File: src/rtl/dac_pkg.sv
// Shared constants for the LTC2624 serial write path: frame layout,
// controller state encoding and the common command/address codes.
package dac_pkg;

    // One LTC2624 write is a 32-bit word shifted MSB first
    localparam int unsigned FRAME_BITS = 32;
    localparam int unsigned BITCNT_W   = 6;
    localparam int unsigned TICK_W     = 8;

    // Field positions inside the 32-bit frame
    localparam int unsigned CMD_MSB  = 23;
    localparam int unsigned CMD_LSB  = 20;
    localparam int unsigned ADDR_MSB = 19;
    localparam int unsigned ADDR_LSB = 16;
    localparam int unsigned DATA_MSB = 15;
    localparam int unsigned DATA_LSB = 4;

    // Frequently used command / address codes
    localparam logic [3:0] CMD_WRITE_UPDATE = 4'h3;
    localparam logic [3:0] ADDR_ALL         = 4'hF;

    // Controller state encoding
    localparam logic [2:0] ST_IDLE     = 3'd0;
    localparam logic [2:0] ST_SHIFT_LO = 3'd1;
    localparam logic [2:0] ST_SHIFT_HI = 3'd2;
    localparam logic [2:0] ST_CS_HOLD  = 3'd3;
    localparam logic [2:0] ST_CS_GAP   = 3'd4;

    // Assemble {8'h00, cmd, addr, data, 4'h0}
    function automatic logic [FRAME_BITS-1:0] build_frame(
        input logic [3:0]  cmd,
        input logic [3:0]  addr,
        input logic [11:0] data
    );
        logic [FRAME_BITS-1:0] f;
        f                    = '0;
        f[CMD_MSB:CMD_LSB]   = cmd;
        f[ADDR_MSB:ADDR_LSB] = addr;
        f[DATA_MSB:DATA_LSB] = data;
        return f;
    endfunction

endpackage

File: src/rtl/dac_spi_tick.sv
// Phase tick generator: a down-counter that pulses o_tick once every
// CLK_DIV cycles. While i_restart is high the counter is parked at its
// reload value, so the first tick lands exactly CLK_DIV cycles after
// i_restart drops.
module dac_spi_tick
    import dac_pkg::*;
#(
    parameter int unsigned CLK_DIV = 2
) (
    input  logic i_clk,
    input  logic i_rst,
    input  logic i_restart,
    output logic o_tick
);

    localparam logic [TICK_W-1:0] RELOAD = TICK_W'(CLK_DIV - 1);

    logic [TICK_W-1:0] r_cnt;
    logic              w_zero;

    assign w_zero = (r_cnt == '0);
    assign o_tick = w_zero && !i_restart;

    // Count down, reloading on restart or on reaching zero
    always_ff @(posedge i_clk or posedge i_rst) begin
        if (i_rst) begin
            r_cnt <= RELOAD;
        end else if (i_restart || w_zero) begin
            r_cnt <= RELOAD;
        end else begin
            r_cnt <= r_cnt - TICK_W'(1);
        end
    end

endmodule

File: src/rtl/dac_spi_writer.sv
// LTC2624 serial write engine. Latches cmd/addr/data on an accepted start,
// shifts one 32-bit frame out MSB first with SCK = CLK50MHZ / (2*CLK_DIV),
// then releases DAC_CS to update the DAC and pulses done.
module dac_spi_writer
    import dac_pkg::*;
#(
    parameter int unsigned CLK_DIV = 2
) (
    input  logic        CLK50MHZ,
    input  logic        RST,
    input  logic        start,
    input  logic [3:0]  cmd,
    input  logic [3:0]  addr,
    input  logic [11:0] data,
    output logic        busy,
    output logic        done,
    output logic        SPI_SCK,
    output logic        SPI_MOSI,
    output logic        DAC_CS,
    output logic        DAC_CLR
);

    logic [2:0]            r_state;
    logic [2:0]            w_state_nxt;
    logic [FRAME_BITS-1:0] r_shreg;
    logic [BITCNT_W-1:0]   r_bits;
    logic                  r_sck;
    logic                  r_mosi;
    logic                  r_cs;
    logic                  r_busy;
    logic                  r_done;
    logic                  r_clr;

    logic [FRAME_BITS-1:0] w_frame;
    logic                  w_tick;
    logic                  w_restart;
    logic                  w_accept;
    logic                  w_rise;
    logic                  w_shift;
    logic                  w_last_bit;
    logic                  w_hold_end;

    assign w_frame    = build_frame(cmd, addr, data);
    assign w_restart  = (r_state == ST_IDLE);
    assign w_accept   = (r_state == ST_IDLE) && start;
    assign w_rise     = (r_state == ST_SHIFT_LO) && w_tick;
    assign w_shift    = (r_state == ST_SHIFT_HI) && w_tick;
    assign w_last_bit = (r_bits == BITCNT_W'(1));
    assign w_hold_end = (r_state == ST_CS_HOLD) && w_tick;

    // Phase timer: parked in IDLE, so it restarts on the accepting edge
    dac_spi_tick #(
        .CLK_DIV (CLK_DIV)
    ) u_tick (
        .i_clk     (CLK50MHZ),
        .i_rst     (RST),
        .i_restart (w_restart),
        .o_tick    (w_tick)
    );

    // Next-state selection
    always_comb begin
        w_state_nxt = r_state;
        case (r_state)
            ST_IDLE: begin
                if (start) begin
                    w_state_nxt = ST_SHIFT_LO;
                end
            end
            ST_SHIFT_LO: begin
                if (w_tick) begin
                    w_state_nxt = ST_SHIFT_HI;
                end
            end
            ST_SHIFT_HI: begin
                if (w_tick) begin
                    w_state_nxt = w_last_bit ? ST_CS_HOLD : ST_SHIFT_LO;
                end
            end
            ST_CS_HOLD: begin
                if (w_tick) begin
                    w_state_nxt = ST_CS_GAP;
                end
            end
            ST_CS_GAP: begin
                w_state_nxt = ST_IDLE;
            end
            default: begin
                w_state_nxt = ST_IDLE;
            end
        endcase
    end

    // State register
    always_ff @(posedge CLK50MHZ or posedge RST) begin
        if (RST) begin
            r_state <= ST_IDLE;
        end else begin
            r_state <= w_state_nxt;
        end
    end

    // Frame shift register and remaining-bit counter
    always_ff @(posedge CLK50MHZ or posedge RST) begin
        if (RST) begin
            r_shreg <= '0;
            r_bits  <= '0;
        end else if (w_accept) begin
            r_shreg <= w_frame;
            r_bits  <= BITCNT_W'(FRAME_BITS);
        end else if (w_shift) begin
            r_shreg <= {r_shreg[FRAME_BITS-2:0], 1'b0};
            r_bits  <= r_bits - BITCNT_W'(1);
        end
    end

    // Serial clock: high for one phase per bit, low otherwise
    always_ff @(posedge CLK50MHZ or posedge RST) begin
        if (RST) begin
            r_sck <= 1'b0;
        end else if (w_rise) begin
            r_sck <= 1'b1;
        end else if (w_shift || w_accept) begin
            r_sck <= 1'b0;
        end
    end

    // Serial data: next bit is presented on the same edge SCK falls,
    // so MOSI only moves while SCK is low
    always_ff @(posedge CLK50MHZ or posedge RST) begin
        if (RST) begin
            r_mosi <= 1'b0;
        end else if (w_accept) begin
            r_mosi <= w_frame[FRAME_BITS-1];
        end else if (w_shift) begin
            r_mosi <= w_last_bit ? 1'b0 : r_shreg[FRAME_BITS-2];
        end
    end

    // Chip select, busy flag and completion pulse
    always_ff @(posedge CLK50MHZ or posedge RST) begin
        if (RST) begin
            r_cs   <= 1'b1;
            r_busy <= 1'b0;
            r_done <= 1'b0;
        end else begin
            r_done <= w_hold_end;
            if (w_accept) begin
                r_cs   <= 1'b0;
                r_busy <= 1'b1;
            end else if (w_hold_end) begin
                r_cs <= 1'b1;
            end else if (r_state == ST_CS_GAP) begin
                r_busy <= 1'b0;
            end
        end
    end

    // DAC clear: held active through reset, released on the first edge after
    always_ff @(posedge CLK50MHZ or posedge RST) begin
        if (RST) begin
            r_clr <= 1'b0;
        end else begin
            r_clr <= 1'b1;
        end
    end

    assign busy     = r_busy;
    assign done     = r_done;
    assign SPI_SCK  = r_sck;
    assign SPI_MOSI = r_mosi;
    assign DAC_CS   = r_cs;
    assign DAC_CLR  = r_clr;

endmodule

File: config.mk
export PLATFORM = sky130hd
export DESIGN_NAME = dac_spi_writer
export DESIGN_NICKNAME = d
export VERILOG_FILES = /design/src/rtl/dac_pkg.sv /design/src/rtl/dac_spi_tick.sv /design/src/rtl/dac_spi_writer.sv
export SDC_FILE = /design/constraint.sdc
export NUM_CORES = 1
export LEC_CHECK = 0
export CORE_MARGIN = 1.5
export CORE_UTILIZATION = 49
export DETAILED_ROUTE_END_ITERATION = 16
export PLACE_DENSITY = 0.75
export RECOVER_POWER = 50
export SLEW_MARGIN = 40
export SYNTH_ARGS = -nofsm -noshare
export SYNTH_HDL_FRONTEND = slang
export SYNTH_SLANG_ARGS = --single-unit
export TNS_END_PERCENT = 20
File: constraint.sdc
create_clock -name CLK50MHZ -period 1.7 [get_ports CLK50MHZ]
set_input_delay 0.34 -clock CLK50MHZ [delete_from_list [all_inputs] [get_ports CLK50MHZ]]
set_output_delay 0.34 -clock CLK50MHZ [all_outputs]
set_load 0.02 [all_outputs]
==> impl_metrics.tcl <==
set metrics [dict create \
    clk_pin_slew_ns 0.09 \
    grt_remaining_overflow 0 \
    initialDrtViolationCount 167 \
    clock-sinks 50 \
    grt_pass1_wl_um 7665 \
    ys_types 39 \
    met3WireLength_um 215 \
    avgRoutedWirePerCell_um 13.65 \
    routed_wl_um 4695 \
    synthCells 254 \
    grt_max_degree 40 \
    die_h_um 71.84 \
    yosysSeqAreaShare_pct 53.99 \
    slew_viol_final 0 \
    hpwlAfterDp_um 3086 \
    start_kind "flip-flop" \
    grt_pass1_vias 1729 \
    violations "design-rule violations" \
    skew_ns 0.006955 \
    yosys_warnings 0 \
    drt-met1-wl_um 2197 \
    tritoncts "done" \
    setup_viol 0 \
    min_period_ns 1.686 \
    track_usage_pct 18.90 \
    numCtsBuffers 5 \
    vias 1867 \
    slowest_delay_ns 0.50 \
    ir_drop_v 0.0007475 \
    max_slew_margin_pct 62.95 \
    synth-edff-count 0 \
    worstSetupPathType "reg -> reg" \
    arrival_ns 1.92 \
    wl_met2_um 2212 \
    leakage_nw 1.297 \
    drv_cap 0 \
    fin_nets 318 \
    h-tree-depth 2 \
    port_buffers 28 \
    syn_area_per_cell_sq_um 9.143 \
    layout_commonest_cell "nand2_1" \
    syn_to_final_growth_pct 27.91 \
    viasPerCell 5.427 \
    ios 29 \
    drtAntennaViolNets 0 \
    final_core_utilization_pct 66.84 \
    cp_cell_sequence "nor4_4 -> nand3_2 -> or4b_4 -> a21oi_2" \
    syn-cell-area_sq_mm 0.002322 \
    clock-root-buffer "clkbuf_8" \
    worstPathRequired_ns 1.94 \
    path_depth 4 \
    synth_flop_cell "dfrtp_1" \
    hold_viol_final 0 \
    max_freq_mhz 593.1 \
    status "complete, but fails checks" \
    die_w_um 71.84 \
    drive_gt1_share_pct 17.47 \
    slowest_stage "or4b_4" \
    start_util_pct 52.25 \
    power_density_mw_per_mm2 1511 \
    highest_layer "met4" \
    worstMarginPinSlew_ns 0.5524 \
    synthArstFlopShare_pct 100.0 \
    hold_path_class "in -> async" \
    place.gp.congestion 0.8293 \
    fin_crit_sh_pct 99.18 \
    dpl_cell_area_sq_mm 0.002766 \
    antenna_found_initial 0 \
    ff2ff_path_depth 4 \
    finalSetupTns_ns 0 \
    path_delay_family "simple AND/OR/NAND/NOR gates" \
    cts_buffer_depth 2 \
    cp-end-kind "flip-flop" \
    rsz0062_at_grt "yes" \
    die_area_sq_mm 0.005161 \
    first_pass_iters 10 \
    crit_path_max_fanout 4 \
    coreArea_sq_mm 0.004444 \
    synth.ff_latch_count 50 \
    final_cell_mix "nand2_1, dfrtp_1, nor2_1, clkdlybuf4s50_1, a31oi_1" \
    crit_buf_inv 0 \
    post-route-cell-area_sq_mm 0.002970 \
    drc 2 \
    clkLatencyLatePin_ns 0.30 \
    synth_nets 281 \
    n_antenna_cell 0 \
    rows 24 \
]
==> per-stage QoR <==
| step | cells | setup WS, ns | power [mW] | hold WS (ns) |
|---|---|---|---|---|
| 2_1_floorplan | 254 | 0.004689 | 2.938 | 0.4625 |
| 3_3_place_gp | 335 | -0.1729 | 3.396 | 0.5089 |
| 3_5_place_dp | 335 | -0.1866 | 3.486 | 0.5137 |
| 4_1_cts | 343 | 0.002448 | 4.367 | 0.3240 |
| 5_1_grt | 344 | -0.04929 | 4.815 | 0.5550 |
| 6_report | 344 | 0.01391 | 4.488 | 0.5167 |
==> power breakdown <==
group	switching (mW)	leakage (nW)	internal, mW
clock network	0.401	0.0504	0.438
registers	0.388	0.595	1.69
logic	0.784	0.652	0.788
total	1.57	1.30	2.92
==> synth_stat cells, types with 2 or more instances <==
cell	n	area (sq um)
clkbuf_1	11	41.29
o21ai_1	3	15.01
o31ai_1	2	15.01
nor2_1	35	131.4
nor2b_1	2	12.51
a31oi_1	20	125.1
xor2_1	2	17.52
buf_2	3	15.01
or4b_1	2	20.02
dfrtp_1	48	1201
buf_4	3	22.52
ha_1	4	50.05
nor3b_1	2	15.01
and3_1	3	18.77
a211oi_1	3	22.52
a21oi_1	18	90.09
nor3_1	2	10.01
xnor2_1	3	26.28
nand2_1	63	236.5
dfstp_2	2	52.55
inv_1	5	18.77
==> registers in the layout, indices dropped and copies added, names as in the netlist <==
signal,cells
r_shreg,27
u_tick.r_cnt,8
r_bits,6
r_state,3
DAC_CLR,1
DAC_CS,1
SPI_MOSI,1
SPI_SCK,1
busy,1
done,1
==> metal layers <==
layer  vias up  GRT usage, %
met5         -             0
met4         0         6.499
met3         6         4.360
met2        36         30.56
met1       896         25.21
li1        929             -
==> kinds of logic after synthesis <==
logic type | Yosys count | synth area share [%]
other | 1 | 0.1615
AO/OA/AOI/OAI | 52 | 13.79
flip-flops | 50 | 53.99
XOR/XNOR | 5 | 1.886
AND/OR/NAND/NOR | 120 | 23.82
buffers and inverters | 22 | 4.202
adder cells (fa/ha/maj) | 4 | 2.155
==> repair_timing <==
item                       4_1_cts  5_1_grt
setup endpoints to repair       38       36
setup buffers                    0        1
hold buffers                     0        0
resized for setup                8       18
pin swaps                        1        8
==> layout make-up <==
type                    count  area, sq um
well taps                  52        65.06
fillers                   346         1474
flip-flops and latches     50         1255
repair buffers             47        459.2
inverters                   5        18.77
clock inverters             3        45.04
multi-input cells         182         1059
clock buffers               5        68.82
==> worst paths after layout <==
| kind | start | endpoint | slack (ns) |
|---|---|---|---|
| max | u_tick.r_cnt[3] | r_bits[3] | 0.01 |
| min | RST | SPI_SCK | 0.52 |
| max reg2reg | u_tick.r_cnt[3] | r_bits[3] | 0.01 |
| min reg2reg | r_shreg[24] | r_shreg[25] | 0.52 |
| max in group asynchronous | RST | r_shreg[24] | 0.24 |
| min in group CLK50MHZ | r_shreg[24] | r_shreg[25] | 0.52 |
No activity file was read; power rests on OpenSTA's default activity.
